File: src/rtl/pht_branch_predictor_pkg.sv
// Shared types, constants and index hash for the PHT direction predictor
// and related predictor tables.
package pht_branch_predictor_pkg;

   localparam int unsigned PC_WIDTH_DEF     = 32;
   localparam int unsigned INDEX_BITS_DEF   = 6;
   localparam int unsigned COUNTER_BITS_DEF = 2;
   localparam int unsigned HISTORY_BITS_DEF = 4;

   typedef logic [COUNTER_BITS_DEF-1:0] counter_t;
   typedef logic [INDEX_BITS_DEF-1:0]   index_t;
   typedef logic [HISTORY_BITS_DEF-1:0] history_t;

   typedef enum logic {
      BP_INIT  = 1'b0,
      BP_READY = 1'b1
   } bp_state_e;

   // Weakly-not-taken encoding for a counter of cbits width.
   function automatic logic [31:0] weak_nt_of(input int unsigned cbits);
      return 32'((32'd1 << (cbits - 32'd1)) - 32'd1);
   endfunction

   localparam counter_t WEAK_NT = COUNTER_BITS_DEF'(weak_nt_of(COUNTER_BITS_DEF));

   // gshare hash; callers pass the word-aligned PC field and zero-extended history.
   function automatic logic [31:0] pht_hash(input logic [31:0] pc_field,
                                            input logic [31:0] hist);
      return pc_field ^ hist;
   endfunction

endpackage

File: src/rtl/pht_branch_predictor_sat_counter.sv
// Next value of one saturating up/down counter; shared by predictor tables.
module sat_counter_update #(
   parameter int unsigned COUNTER_BITS = 2
) (
   input  logic [COUNTER_BITS-1:0] value_i,
   input  logic                    taken_i,
   output logic [COUNTER_BITS-1:0] next_c_o
);

   localparam logic [COUNTER_BITS-1:0] CNT_MAX = '1;

   always_comb begin
      next_c_o = value_i;
      if (taken_i) begin
         if (value_i != CNT_MAX) next_c_o = value_i + COUNTER_BITS'(1);
      end else begin
         if (value_i != '0) next_c_o = value_i - COUNTER_BITS'(1);
      end
   end

endmodule

File: src/rtl/pht_branch_predictor.sv
// gshare direction predictor: table of saturating counters indexed by PC ^ GHR,
// swept to weakly-not-taken after reset or flush so it needs no reset itself.
module pht_branch_predictor
   import pht_branch_predictor_pkg::*;
#(
   parameter int unsigned PC_WIDTH     = PC_WIDTH_DEF,
   parameter int unsigned INDEX_BITS   = INDEX_BITS_DEF,
   parameter int unsigned COUNTER_BITS = COUNTER_BITS_DEF,
   parameter int unsigned HISTORY_BITS = HISTORY_BITS_DEF,
   parameter bit          STATIC_MODE  = 1'b0
) (
   input  logic                              clk,
   input  logic                              rst,
   input  logic                              flush,
   input  logic [PC_WIDTH-1:0]               lookup_pc,
   output logic                              predict_taken,
   output logic [(HISTORY_BITS>0 ? HISTORY_BITS : 1)-1:0] predict_history,
   output logic                              predict_ready,
   input  logic                              update_valid,
   input  logic [PC_WIDTH-1:0]               update_pc,
   input  logic [(HISTORY_BITS>0 ? HISTORY_BITS : 1)-1:0] update_history,
   input  logic                              update_taken
);

   localparam int unsigned HW      = (HISTORY_BITS > 0) ? HISTORY_BITS : 1;
   localparam int unsigned ENTRIES = 1 << INDEX_BITS;
   localparam logic [COUNTER_BITS-1:0] CNT_WEAK_NT = COUNTER_BITS'(weak_nt_of(COUNTER_BITS));

   bp_state_e               state_q, state_d;
   logic [INDEX_BITS-1:0]   sweep_ptr_q, sweep_ptr_d;
   logic [HW-1:0]           ghr_q;
   logic [COUNTER_BITS-1:0] table_q [ENTRIES];

   logic [INDEX_BITS-1:0]   lookup_idx, update_idx, tbl_waddr;
   logic [COUNTER_BITS-1:0] lookup_cnt, update_next, tbl_wdata;
   logic [HW-1:0]           upd_hist_eff;
   logic                    tbl_we;
   logic                    train_en;

   logic unused_bits;
   assign unused_bits = ^{lookup_pc, update_pc, update_history};

   assign upd_hist_eff = (HISTORY_BITS == 0) ? '0 : update_history;
   assign lookup_idx   = INDEX_BITS'(pht_hash(32'(lookup_pc[INDEX_BITS+1:2]), 32'(ghr_q)));
   assign update_idx   = INDEX_BITS'(pht_hash(32'(update_pc[INDEX_BITS+1:2]), 32'(upd_hist_eff)));
   assign lookup_cnt   = table_q[lookup_idx];
   assign train_en     = (state_q == BP_READY) && update_valid && !flush;

   sat_counter_update #(.COUNTER_BITS(COUNTER_BITS)) u_sat (
      .value_i  (table_q[update_idx]),
      .taken_i  (update_taken),
      .next_c_o (update_next)
   );

   // FSM state register
   always_ff @(posedge clk or posedge rst) begin
      if (rst) begin
         state_q     <= BP_INIT;
         sweep_ptr_q <= '0;
      end else begin
         state_q     <= state_d;
         sweep_ptr_q <= sweep_ptr_d;
      end
   end

   // FSM next state; flush restarts the sweep from either state
   always_comb begin
      state_d     = state_q;
      sweep_ptr_d = sweep_ptr_q;
      case (state_q)
         BP_INIT: begin
            sweep_ptr_d = sweep_ptr_q + INDEX_BITS'(1);
            if (sweep_ptr_q == '1) state_d = BP_READY;
         end
         BP_READY: ;
         default:  state_d = BP_INIT;
      endcase
      if (flush) begin
         state_d     = BP_INIT;
         sweep_ptr_d = '0;
      end
   end

   // FSM outputs: table write-port mux and prediction gating
   always_comb begin
      tbl_we          = 1'b0;
      tbl_waddr       = update_idx;
      tbl_wdata       = update_next;
      predict_ready   = 1'b0;
      predict_taken   = 1'b0;
      predict_history = ghr_q;
      case (state_q)
         BP_INIT: begin
            tbl_we    = 1'b1;
            tbl_waddr = sweep_ptr_q;
            tbl_wdata = CNT_WEAK_NT;
         end
         BP_READY: begin
            tbl_we        = train_en;
            predict_ready = 1'b1;
            predict_taken = !STATIC_MODE && lookup_cnt[COUNTER_BITS-1];
         end
         default: ;
      endcase
   end

   always_ff @(posedge clk) begin
      if (tbl_we) table_q[tbl_waddr] <= tbl_wdata;
   end

   // Non-speculative global history, shifted only by confirmed branches
   generate
      if (HISTORY_BITS == 0) begin : g_no_hist
         assign ghr_q = '0;
      end else begin : g_hist
         logic [HW-1:0] ghr_d;
         always_comb begin
            ghr_d = ghr_q;
            if (flush) begin
               ghr_d = '0;
            end else if (train_en) begin
               if (HW == 1) ghr_d = HW'(update_taken);
               else         ghr_d = HW'({ghr_q, update_taken});
            end
         end
         always_ff @(posedge clk or posedge rst) begin
            if (rst) ghr_q <= '0;
            else     ghr_q <= ghr_d;
         end
      end
   endgenerate

endmodule

File: config.mk
export PLATFORM = sky130hd
export DESIGN_NAME = pht_branch_predictor
export DESIGN_NICKNAME = d
export VERILOG_FILES = /design/src/rtl/pht_branch_predictor_pkg.sv /design/src/rtl/pht_branch_predictor_sat_counter.sv /design/src/rtl/pht_branch_predictor.sv
export SDC_FILE = /design/constraint.sdc
export NUM_CORES = 1
export LEC_CHECK = 0
export CORE_ASPECT_RATIO = 0.5
export CORE_MARGIN = 1.5
export CORE_UTILIZATION = 40
export CTS_CLUSTER_SIZE = 12
export DETAILED_ROUTE_END_ITERATION = 8
export SYNTH_ARGS = -nofsm -noshare
export SYNTH_HDL_FRONTEND = slang
export SYNTH_SLANG_ARGS = --single-unit
export TNS_END_PERCENT = 1
File: constraint.sdc
create_clock -name clk -period 12.55 [get_ports clk]
set_clock_uncertainty 0.2 [all_clocks]
set_input_delay 2.51 -clock clk [delete_from_list [all_inputs] [get_ports clk]]
set_output_delay 2.51 -clock clk [all_outputs]
set_load 0.05 [all_outputs]
After elaboration in Yosys (flattened, before gate mapping)
Memories as Yosys holds them, arrays and structs flattened.
Cells that the tools add are included.

operators by class
  bitwise operators = 3
  multiplexer cells = 17
  $add $sub $neg = 3
  reductions and logical operators = 5
  order comparisons = 0
  equality and inequality tests = 3
  $mul = 0
  divide/modulo/power cells = 0
  shifts and indexed selects = 0

operator list
  operator               count
  $mux W6                3
  $xor A6 B4 Y6          2
  $mux W2                4
  $mux W4                2
  $mux W1                7
  $add A6 B1 Y6 const B  1
  $eq A6 B6 Y1 const B   1
  $ne A2 B2 Y1 const B   2
  $reduce_bool A2 Y1     2
  $add A2 B1 Y2 const B  1
  $logic_and A1 B1 Y1    2
  $pmux W1 S2            1
  $sub A2 B1 Y2 const B  1
  $logic_not A1 Y1       1
  $not A1 Y1             1

word-level totals
  bits in writable memories = 128
  memories kept = 1
  flip-flop bits (word level) = 11
  bits in latches = 0
  ROM bits = 0
  word-level logic and storage cells = 35

memories
  name     words  width  rd ports  clocked after Yosys merged registers in  wr ports  RTL line                    text
  table_q  64     2      2         0                                        1         pht_branch_predictor.sv:32  logic [COUNTER_BITS-1:0] table_q [ENTRIES];

Depth between registers and ports, before layout
Gate-level depths: netlist of run 1.
An unclocked memory read counts as a cell.

  depth after elaboration = 6
  gate-level depth with buffers = 10
  mapped depth without buffers = 8

Modules after synthesis
A second synthesis of run 1 with hierarchy kept.

second synthesis, totals
  cell total of the unflattened synthesis = 425
  area total of the unflattened synthesis = 6475.0 µm²

modules (own cells, without submodules)
  module                cells each  seq. area each (µm²)  area an instance (µm²)  instances
  pht_branch_predictor  422         4119.0                6448.7                  1
  sat_counter_update    3           0.0                   26.3                    1

Least setup slack after synthesis of run 1
OpenSTA, ideal clock, no wires.

  path kind = input to output
  start point = input port lookup_pc[2]
  end point = output port predict_taken
  stages on the path = 6
  slack = 4.959 ns
  data arrival time = 4.881 ns
  cell sequence = xor2_2 > buf_6 > mux4_2 > mux4_2 > mux4_2 > and2_1

on the way
  word-level cells in the longest chain between the ends = 3

ends and longest elaborated chain
  what             RTL line                        text
  start, declared  pht_branch_predictor.sv:15      input logic [PC_WIDTH-1:0] lookup_pc,
  $xor A6 B4 Y6    pht_branch_predictor_pkg.sv:29  return pc_field ^ hist;
  $mem_v2 Z64 W2   --
  $mux W1          pht_branch_predictor.sv:92      case (state_q)
  end, declared    pht_branch_predictor.sv:16      output logic predict_taken,

Every way passes these cells.

Final worst setup path of run 1
Same ends and word-level chain as after synthesis.

==> impl_metrics.csv, run 1 <==
group,metric,value,unit
outcome,run_status,"finished, final reports clean",
sta,setup_tns,0,ns
logic_synthesis,mapped_cell_area,6600,um2
logic_synthesis,yosysUniqueCellTypes,43,
critical_path,worst-r2r-cell-count,7,
critical_path,startpoint_type,"primary input",
sta,final_min_period_over_clock_period,69.6,%
global_route,most_used_routing_layer_in_global_routing,"met2",
sta,final_hold_viol_count,0,
logic_synthesis,seq_area_frac_synth,62.4,%
global_route,maximum_number_of_pins_on_one_net_before_global_route_repair,65,
critical_path,worst_path_dominant_cell_family,"multiplexers",
cells_and_area,utilization,49.0,%
cts,postcts_setup_bufs,0,
cells_and_area,drive_gt1_share,17.4,%
cts,clock_tree_root_buffer_cell,"sky130_fd_sc_hd__clkbuf_16",
global_route,globalRouteTotalUtil,19.8,%
cells_and_area,n_fill_cell,1362,
logic_synthesis,synthesis.instances,462,
critical_path,cpMostUsedCell,"sky130_fd_sc_hd__mux4_2",
pwr,power-per-cell-area,143,nW/um2
placement,routabilityCongestion,0.813,
critical_path,setup.worst_path.class,"in -> out",
routing,remaining_drc_errors,0,
critical_path,regToRegSetupSlack,9.10,ns
logic_synthesis,yosysWarningCount,0,
critical_path,cp_cell_sequence,"clkdlybuf4s50_1, xor2_2, buf_4, mux4_2, mux4_2, mux4_2, and2_1, clkdlybuf4s50_1",
pwr,ir_worst_vdd,0.0905,mV
worst_hold_path,timing.hold.worst_endpoint,"predict_history[3]",
logic_synthesis,synth_nets,536,
critical_path,crit_path_end_kind,"primary output",
floorplanning,floorplan_die_area,17300,um2
routing,routed_via_density,5.74,
cts,cts_tree,"built",
sta,setup_viol,0,
logic_synthesis,biggest_area_consumer_among_synthesized_cells,"sky130_fd_sc_hd__edfxtp_1",
cells_and_area,syn_to_final_growth,17.2,%
floorplanning,die_height,93.8,um
sta,slew_headroom,24.8,%
placement,dp_hpwl,10000,um
cells_and_area,layout.area.seq,4120,um2
routing,avgRoutedWirePerCell,21.7,um
routing,detail_route.first_pass.iterations,5,
worst_hold_path,timing.hold.worst_path_depth,2,
floorplanning,rows,32,
floorplanning,die_span_x,185,um
logic_synthesis,syn_avg_cell_area,14.3,um2
routing,vias,4177,
cts,holdBufCountCts,0,
floorplanning,ioPinCount,79,
worst_hold_path,min-delay-start,"predict_history[3]",
cts,clk_transition_reported_paths,0.06,ns
routing,wirelength,15800,um
pwr,power,1.11,mW
cts,cts.path.max_buffers,2,
critical_path,worst-path-stages,8,
critical_path,worstPathBufferInverterCount,3,
cells_and_area,multi_input_comb_area,2400,um2
sta,rsz0062_at_grt,"no",
logic_synthesis,post-synth-top-area-fraction,58.3,%
floorplanning,core_area,15800,um2
sta,timing.final.max_slew_violations,0,
routing,drtAntennaViolNets,0,
global_route,grt_pass1_vias,4094,
floorplanning,effective_utilization_at_floorplan,41.8,%
global_route,grt_use_met3,4.22,%
sta,fmaxAchievable,115,MHz
global_route,globalRoute.totalOverflow,0,
cts,cts_num_sinks,139,
pwr,p_leak,2.57,nW
critical_path,cp_max_fo,16,
cts,htree_num_levels,4,
global_route,global_route.usage.met2,29.8,%
cells_and_area,post_layout_nets,568,
critical_path,timing.critical_path.slowest_stage_cell,"sky130_fd_sc_hd__clkdlybuf4s50_1",
cts,cts-buffers-inserted,17,
global_route,grt_first_pass_wirelength,24500,um
routing,drt_iter0_markers,562,
sta,worst_slew_pin_slew,1.10,ns
critical_path,crit-reg2reg-launch,"table_q[42][1]",
worst_hold_path,holdCritPathClass,"reg -> reg",
critical_path,endpoint_required_time_on_the_critical_path,9.84,ns
logic_synthesis,ys_seq_elements,139,
critical_path,worst_ep_arrival_time,6.02,ns
cts,clk_latency,0.41,ns
global_route,antenna_found_initial,0,
run,drv_cap,0,
logic_synthesis,synthTopCellsByArea,"sky130_fd_sc_hd__edfxtp_1, sky130_fd_sc_hd__mux4_2, sky130_fd_sc_hd__nor2_1, sky130_fd_sc_hd__dfrtp_1, sky130_fd_sc_hd__nand2_1",
cells_and_area,antenna-diode-count,0,
global_route,gr-usage-met1,29.1,%
cts,postCtsResizedCells,0,
critical_path,slowest_delay,0.70,ns
critical_path,rr_endpoint,"table_q[56][0]",
sta,layout_min_cycle_time,8.73,ns
placement,port_buffers,26,
## per-layer routing
layer	vias up	wire, um
li1	1840	-
met1	2150	7360
met2	166	7140
met3	21	1090
met4	0	220
met5	-	0
## flip-flops by register name, summed over array words and instances, names as in the netlist
register,flops
predict_history,4
state_q,1
sweep_ptr_q,6
table_q,128
## power breakdown
part	switching (mW)	total, mW	internal (mW)
Sequential	0.00215	0.503	0.501
Clock	0.201	0.497	0.296
Combinational	0.0613	0.105	0.0440
## cell type report
class	count	area share (%)
inverters	4	0.194
flip-flops and latches	139	53.3
multi-input cells	297	31.1
well taps	221	3.58
repair buffers	35	4.24
clock inverters	14	2.07
clock buffers	18	5.55
## layout by cell type, fill, tap and decap left out, types with 3 or more instances in the layout
cell type                         count
sky130_fd_sc_hd__nand4_1              6
sky130_fd_sc_hd__clkbuf_16           17
sky130_fd_sc_hd__mux4_2              38
sky130_fd_sc_hd__nand2_1             50
sky130_fd_sc_hd__a31oi_1              4
sky130_fd_sc_hd__edfxtp_1           128
sky130_fd_sc_hd__nand2b_1             7
sky130_fd_sc_hd__nor3b_1              3
sky130_fd_sc_hd__mux2i_1              7
sky130_fd_sc_hd__a21oi_1             10
sky130_fd_sc_hd__clkinvlp_4           4
sky130_fd_sc_hd__clkdlybuf4s50_1     26
sky130_fd_sc_hd__inv_1                4
sky130_fd_sc_hd__o21ai_0             10
sky130_fd_sc_hd__mux4_1               7
sky130_fd_sc_hd__dfrtp_1             11
sky130_fd_sc_hd__o22ai_1              4
sky130_fd_sc_hd__inv_6                5
sky130_fd_sc_hd__xnor2_1              6
sky130_fd_sc_hd__buf_4                9
sky130_fd_sc_hd__nor2_1              85
sky130_fd_sc_hd__nand3_1             23
sky130_fd_sc_hd__clkinv_4             3
sky130_fd_sc_hd__or2_2                4
sky130_fd_sc_hd__xor2_1               5
## tightest hold or removal path, cell delays in order (launching register included)
cell	delay (ns)
sky130_fd_sc_hd__dfrtp_1	0.40
sky130_fd_sc_hd__nand2_1	0.07
sky130_fd_sc_hd__a21oi_1	0.06
## stage by stage
stage          cell area (um2)  instances  hold slack [ns]  setup WS, ns
6_report                  7730        728            0.363          3.82
5_1_grt                   7730        728            0.409          3.71
4_1_cts                   7730        728            0.371          3.80
3_5_place_dp              7140        696            0.363          3.80
3_3_place_gp              7140        696            0.353          3.80
2_1_floorplan             6600        462            0.342          4.96
## synthesized netlist by cell type
master                      instances
sky130_fd_sc_hd__or3_1              1
sky130_fd_sc_hd__o211ai_1           2
sky130_fd_sc_hd__clkbuf_1          13
sky130_fd_sc_hd__nand4b_1           1
sky130_fd_sc_hd__a211oi_1           1
sky130_fd_sc_hd__buf_1              1
sky130_fd_sc_hd__o2111a_1           1
sky130_fd_sc_hd__a22oi_1            1
sky130_fd_sc_hd__inv_1              4
sky130_fd_sc_hd__edfxtp_1         128
sky130_fd_sc_hd__mux2i_1            7
sky130_fd_sc_hd__o21a_1             1
sky130_fd_sc_hd__ha_1               1
sky130_fd_sc_hd__nand2b_1           7
sky130_fd_sc_hd__nor3b_1            3
sky130_fd_sc_hd__o22ai_1            4
sky130_fd_sc_hd__nor2_1            85
sky130_fd_sc_hd__and2_1             2
sky130_fd_sc_hd__nand3_1           23
sky130_fd_sc_hd__mux4_1             7
sky130_fd_sc_hd__mux2_2             1
sky130_fd_sc_hd__nand3b_1           1
sky130_fd_sc_hd__a21oi_1           11
sky130_fd_sc_hd__maj3_1             2
sky130_fd_sc_hd__buf_6              2
sky130_fd_sc_hd__dfrtp_1           11
sky130_fd_sc_hd__a32o_1             2
sky130_fd_sc_hd__xor2_1             7
sky130_fd_sc_hd__a32oi_1            1
sky130_fd_sc_hd__nand2_1           50
sky130_fd_sc_hd__or2_2              4
sky130_fd_sc_hd__a211o_1            1
sky130_fd_sc_hd__mux4_2            38
sky130_fd_sc_hd__o21ai_0           10
sky130_fd_sc_hd__xor2_2             2
sky130_fd_sc_hd__nor2b_1            2
sky130_fd_sc_hd__a31oi_1            4
sky130_fd_sc_hd__buf_2              4
sky130_fd_sc_hd__xnor2_1            6
sky130_fd_sc_hd__buf_4              2
sky130_fd_sc_hd__a2111oi_0          1
sky130_fd_sc_hd__nor3_1             1
sky130_fd_sc_hd__nand4_1            6
## cells by family (layout without fill, tap and decap cells)
kind of cell,count (synthesis),count (layout),synth area share (%)
AO/OA/AOI/OAI,40,40,3.79
buffers and inverters,26,71,1.90
AND/OR/NAND/NOR,186,186,12.2
multiplexers,53,53,17.0
flip-flops,139,139,62.4
adder cells (fa/ha/maj),3,3,0.493
XOR/XNOR,15,15,2.22
## worst max path at each step
stage                             from            end  slack, ns
after floorplan           lookup_pc[2]  predict_taken       4.96
after global placement    lookup_pc[2]  predict_taken       3.80
after detailed placement  lookup_pc[2]  predict_taken       3.80
after CTS                 lookup_pc[2]  predict_taken       3.80
after global routing      lookup_pc[2]  predict_taken       3.71
final                     lookup_pc[2]  predict_taken       3.82
(Power assumes the default switching activity.)
==> run 2: changes to the inputs <==
clock period = 7.35 ns   (was 12.55 ns; I/O delays follow)
==> run 2 against run 1 <==
Via count about the same; clock-buffer cell count unchanged; register-to-register slack worse by 5.0 ns; sequential share of layout area is 0.46 points lower; non-clock buffer count up 2; clock power increased by 91%; final cell count is 0.27% higher; combinational power is 70% higher; largest power group is now the clock network.
==> impl_metrics.csv, run 2 (same netlist as run 1, synthesis figures left out) <==
group,metric,value,unit
sta,worst_slack,1.22,ns
floorplanning,effective_utilization_at_floorplan,41.8,%
cts,clk_transition_reported_paths,0.06,ns
placement,routabilityCongestion,0.849,
global_route,grt_first_pass_wirelength,24600,um
worst_hold_path,holdCritPathClass,"reg -> reg",
global_route,grt_pass1_vias,4176,
floorplanning,die_height,93.8,um
floorplanning,floorplan_die_area,17300,um2
cts,clk_latency,0.42,ns
cells_and_area,drive_gt1_share,17.7,%
critical_path,endpoint_required_time_on_the_critical_path,5.68,ns
floorplanning,die_span_x,185,um
pwr,ir_worst_vdd,0.175,mV
sta,worst_slew_pin_slew,0.940,ns
cells_and_area,syn_to_final_growth,18.2,%
cts,htree_num_levels,4,
critical_path,cp_cell_sequence,"clkdlybuf4s50_1, xor2_2, buf_4, mux4_2, mux4_2, mux4_2, and2_1, buf_4",
sta,fmaxAchievable,163,MHz
critical_path,cpMostUsedCell,"sky130_fd_sc_hd__mux4_2",
critical_path,worst-r2r-cell-count,6,
placement,port_buffers,26,
cts,clock_tree_root_buffer_cell,"sky130_fd_sc_hd__clkbuf_16",
sta,layout_min_cycle_time,6.13,ns
worst_hold_path,timing.hold.worst_path_depth,2,
placement,dp_hpwl,10400,um
floorplanning,ioPinCount,79,
critical_path,regToRegSetupSlack,4.06,ns
worst_hold_path,timing.hold.worst_endpoint,"predict_history[3]",
cells_and_area,registers.top_by_ff_count,"table_q",
routing,remaining_drc_errors,0,
cts,cts_num_sinks,139,
cts,cts_tree,"built",
global_route,antenna_found_initial,0,
cts,cts-buffers-inserted,17,
sta,final_min_period_over_clock_period,83.4,%
routing,avgRoutedWirePerCell,22.0,um
cells_and_area,post_layout_nets,570,
cts,cts.path.max_buffers,2,
pwr,power-per-cell-area,255,nW/um2
critical_path,timing.critical_path.slowest_stage_cell,"sky130_fd_sc_hd__mux4_2",
sta,timing.final.max_slew_violations,0,
critical_path,crit-reg2reg-launch,"table_q[40][1]",
routing,routed_via_density,5.72,
floorplanning,rows,32,
critical_path,worst_ep_arrival_time,4.46,ns
cts,postCtsResizedCells,0,
critical_path,rr_endpoint,"table_q[51][1]",
routing,wirelength,16100,um
critical_path,cp_max_fo,16,
cells_and_area,antenna-diode-count,0,
sta,setup_tns,0,ns
routing,detail_route.first_pass.iterations,5,
pwr,p_leak,2.62,nW
critical_path,setup.worst_path.class,"in -> out",
cts,postcts_setup_bufs,0,
routing,drt_iter0_markers,535,
global_route,globalRoute.totalOverflow,0,
sta,slew_headroom,37.2,%
cells_and_area,layout_commonest_cell,"sky130_fd_sc_hd__edfxtp_1",
sta,rsz0062_at_grt,"no",
routing,vias,4178,
global_route,maximum_number_of_pins_on_one_net_before_global_route_repair,45,
routing,drtAntennaViolNets,0,
cts,holdBufCountCts,0,
outcome,run_status,"finished, final reports clean",
sta,setup_viol,0,
worst_hold_path,min-delay-start,"predict_history[3]",
cells_and_area,largest_register_ff_count,128,
critical_path,slowest_delay,0.62,ns
sta,final_hold_viol_count,0,
critical_path,startpoint_type,"primary input",
placement,worst_slack_at_placement,1.19,ns
critical_path,timing.critical_path.from,"lookup_pc[2]",
global_route,globalRouteTotalUtil,20.2,%
run,drv_cap,0,
cells_and_area,mostFrequentLayoutCells,"sky130_fd_sc_hd__edfxtp_1, sky130_fd_sc_hd__nor2_1, sky130_fd_sc_hd__nand2_1",
floorplanning,core_area,15800,um2
critical_path,crit_path_end_kind,"primary output",
-- run 2: through the flow --
stage                     cells  hold WS, ns  cell area (um2)  util, %  total power [mW]
after floorplan             462        0.342             6600        -             0.992
after global placement      698        0.353             7150     45.3              1.05
after detailed placement    698        0.357             7150     45.3              1.05
after CTS                   730        0.364             7800     49.4              1.99
after global routing        730        0.386             7800     49.4              2.04
final                       730        0.364             7800     49.4              1.99
-- run 2: worst max path at each step --
stage | to | slack, ns | cells past startpoint
floorplan | table_q[0][0] | 1.39 | 7
global placement | predict_taken | 1.19 | 8
detailed placement | predict_taken | 1.19 | 8
CTS | predict_taken | 1.18 | 8
global route | predict_taken | 1.13 | 8
finish | predict_taken | 1.22 | 8
-- run 2: cell type report --
type | count | area, um2
Tap cell | 221 | 277
Timing Repair Buffer | 37 | 340
Inverter | 4 | 15.0
Multi-Input combinational cell | 297 | 2400
Clock buffer | 18 | 429
Sequential cell | 139 | 4120
Clock inverter | 14 | 215
Fill cell | 1367 | 7980
-- run 2: report_power, final --
| group | internal [mW] | total, mW | switching, mW | leakage [nW] |
|---|---|---|---|---|
| Clock | 0.605 | 0.947 | 0.343 | 0.313 |
| Combinational | 0.0753 | 0.179 | 0.103 | 0.931 |
| Sequential | 0.856 | 0.859 | 0.00344 | 1.37 |
-- run 2: routing by layer --
layer,vias up,global-route usage [%],wire length (um)
met5,-,0,0
met4,0,6.44,229
met3,18,4.22,1130
met2,165,30.5,7390
met1,2145,29.2,7340
li1,1850,-,-
-- run 2: critical path: cells and delay by family --
family	cells	cell delay, ns
multiplexers	3	1.61
buffers and inverters	3	1.05
AND/OR/NAND/NOR	1	0.17
XOR/XNOR	1	0.13
==> run 3: changes to the inputs <==
clock period = 6.2 ns   (was 7.35 ns; I/O delays follow)
==> run 3 against run 2 <==
First-iteration DRC count down 8.0%; register-to-register slack worse by 0.82 ns; non-clock buffer count up 2; highest routed layer unchanged; clock-buffer cell count unchanged; utilization down 0.095 points; clock power up 9%; global-route usage down 0.15 points; critical path type unchanged; sequential power up 19%.
==> impl_metrics.csv, run 3 (same netlist as run 1, synthesis figures left out) <==
group,metric,value,unit
cells_and_area,drive_gt1_share,18.2,%
routing,vias,4234,
critical_path,endpoint_required_time_on_the_critical_path,4.76,ns
sta,final_hold_viol_count,0,
cells_and_area,layout.area.seq,4120,um2
pwr,ir_worst_vdd,0.159,mV
routing,detail_route.first_pass.iterations,5,
routing,avgRoutedWirePerCell,22.0,um
cells_and_area,multi_input_comb_area,2400,um2
critical_path,regToRegSetupSlack,3.24,ns
critical_path,startpoint_type,"primary input",
routing,wirelength,16100,um
critical_path,crit_path_end_kind,"primary output",
run,drv_cap,0,
floorplanning,floorplan_die_area,17300,um2
sta,setup_viol,0,
placement,routabilityCongestion,0.835,
global_route,grt_pass1_vias,4144,
sta,final_min_period_over_clock_period,89.5,%
sta,fmaxAchievable,180,MHz
critical_path,worst_ep_arrival_time,4.11,ns
critical_path,setup.worst_path.class,"in -> out",
pwr,power-per-cell-area,292,nW/um2
cells_and_area,mostFrequentLayoutCells,"sky130_fd_sc_hd__edfxtp_1, sky130_fd_sc_hd__nor2_1, sky130_fd_sc_hd__nand2_1",
cells_and_area,syn_to_final_growth,18.0,%
cells_and_area,layout_commonest_cell,"sky130_fd_sc_hd__edfxtp_1",
routing,routed_via_density,5.78,
worst_hold_path,holdCritPathClass,"reg -> reg",
global_route,grt_first_pass_wirelength,24600,um
floorplanning,die_span_x,185,um
cts,htree_num_levels,4,
floorplanning,die_height,93.8,um
cts,holdBufCountCts,0,
sta,layout_min_cycle_time,5.55,ns
global_route,globalRoute.totalOverflow,0,
cts,clk_transition_reported_paths,0.06,ns
sta,timing.final.max_slew_violations,0,
cts,cts-buffers-inserted,17,
floorplanning,core_area,15800,um2
cts,cts_num_sinks,139,
routing,drtAntennaViolNets,0,
placement,dp_hpwl,10500,um
sta,rsz0062_at_grt,"no",
cells_and_area,post_layout_nets,572,
global_route,antenna_found_initial,0,
sta,setup_tns,0,ns
placement,port_buffers,26,
routing,remaining_drc_errors,0,
global_route,globalRouteTotalUtil,20.0,%
cells_and_area,utilization,49.3,%
outcome,run_status,"finished, final reports clean",
cells_and_area,n_fill_cell,1349,
cts,cts_tree,"built",
cts,cts.path.max_buffers,2,
pwr,p_leak,2.60,nW
cts,clk_latency,0.42,ns
cts,clock_tree_root_buffer_cell,"sky130_fd_sc_hd__clkbuf_16",
sta,slew_headroom,33.2,%
floorplanning,rows,32,
global_route,maximum_number_of_pins_on_one_net_before_global_route_repair,61,
floorplanning,effective_utilization_at_floorplan,41.8,%
cells_and_area,antenna-diode-count,0,
routing,drt_iter0_markers,492,
cts,postCtsResizedCells,0,
critical_path,cp_max_fo,16,
floorplanning,ioPinCount,79,
cells_and_area,largest_register_ff_count,128,
sta,worst_slew_pin_slew,1.00,ns
cells_and_area,registers.top_by_ff_count,"table_q",
cts,postcts_setup_bufs,0,
-- run 3: changes by cell type in the layout (fill, tap and decap cells not counted) --
| cell | previous run | this run |
|---|---|---|
| sky130_fd_sc_hd__bufinv_16 | 5 | 2 |
| sky130_fd_sc_hd__inv_8 | 0 | 1 |
| sky130_fd_sc_hd__clkinvlp_4 | 1 | 3 |
| sky130_fd_sc_hd__inv_6 | 4 | 6 |
| sky130_fd_sc_hd__clkinv_1 | 1 | 0 |
| sky130_fd_sc_hd__buf_12 | 0 | 2 |
| sky130_fd_sc_hd__clkinv_2 | 2 | 1 |
-- run 3: layer usage --
layer	track usage [%]	vias to the layer above	share of wire (%)
met3	5.54	30	9.1
li1	-	1848	-
met5	0	-	0
met4	6.57	0	1.7
met1	28.0	2161	44
met2	30.3	195	46
-- run 3: worst paths after layout --
path / endpoint / start / cells after the start
max: predict_taken / lookup_pc[2] / 8
min: predict_history[3] / predict_history[3] / 2
max reg2reg: table_q[34][1] / state_q / 3
min reg2reg: predict_history[3] / predict_history[3] / 2
max in group asynchronous: predict_history[2] / rst / 2
min in group asynchronous: state_q / rst / 2
-- run 3: cell type report --
cell class              count  area share (%)
flip-flops and latches    139            52.9
multi-input cells         297            30.9
clock buffers              18            5.51
repair buffers             39            4.89
well taps                 221            3.55
clock inverters            14            2.06
inverters                   4           0.193
-- run 3: report_power, final --
part | leakage (nW) | internal, mW | switching [mW]
sequential | 1.37 | 1.01 | 0.00438
clock | 0.281 | 0.602 | 0.426
combinational | 0.949 | 0.0946 | 0.127
-- run 3: metrics by stage --
stage                     cells  hold WS (ns)  power, mW  instance area (um2)  setup WS, ns
final                       732         0.359       2.27                 7780         0.653
after global routing        732         0.431       2.32                 7780         0.591
after CTS                   732         0.364       2.27                 7780         0.632
after detailed placement    700         0.355       1.26                 7190         0.639
after global placement      700         0.355       1.26                 7190         0.639
after floorplan             462         0.342       1.18                 6600         0.473
-- run 3: critical path, stage by stage --
cell and delay [ns]:
sky130_fd_sc_hd__clkdlybuf4s50_1 0.50, sky130_fd_sc_hd__xor2_2 0.19, sky130_fd_sc_hd__buf_12 0.22, sky130_fd_sc_hd__mux4_2 0.57, sky130_fd_sc_hd__mux4_2 0.51, sky130_fd_sc_hd__mux4_2 0.50
sky130_fd_sc_hd__and2_1 0.18, sky130_fd_sc_hd__buf_4 0.19
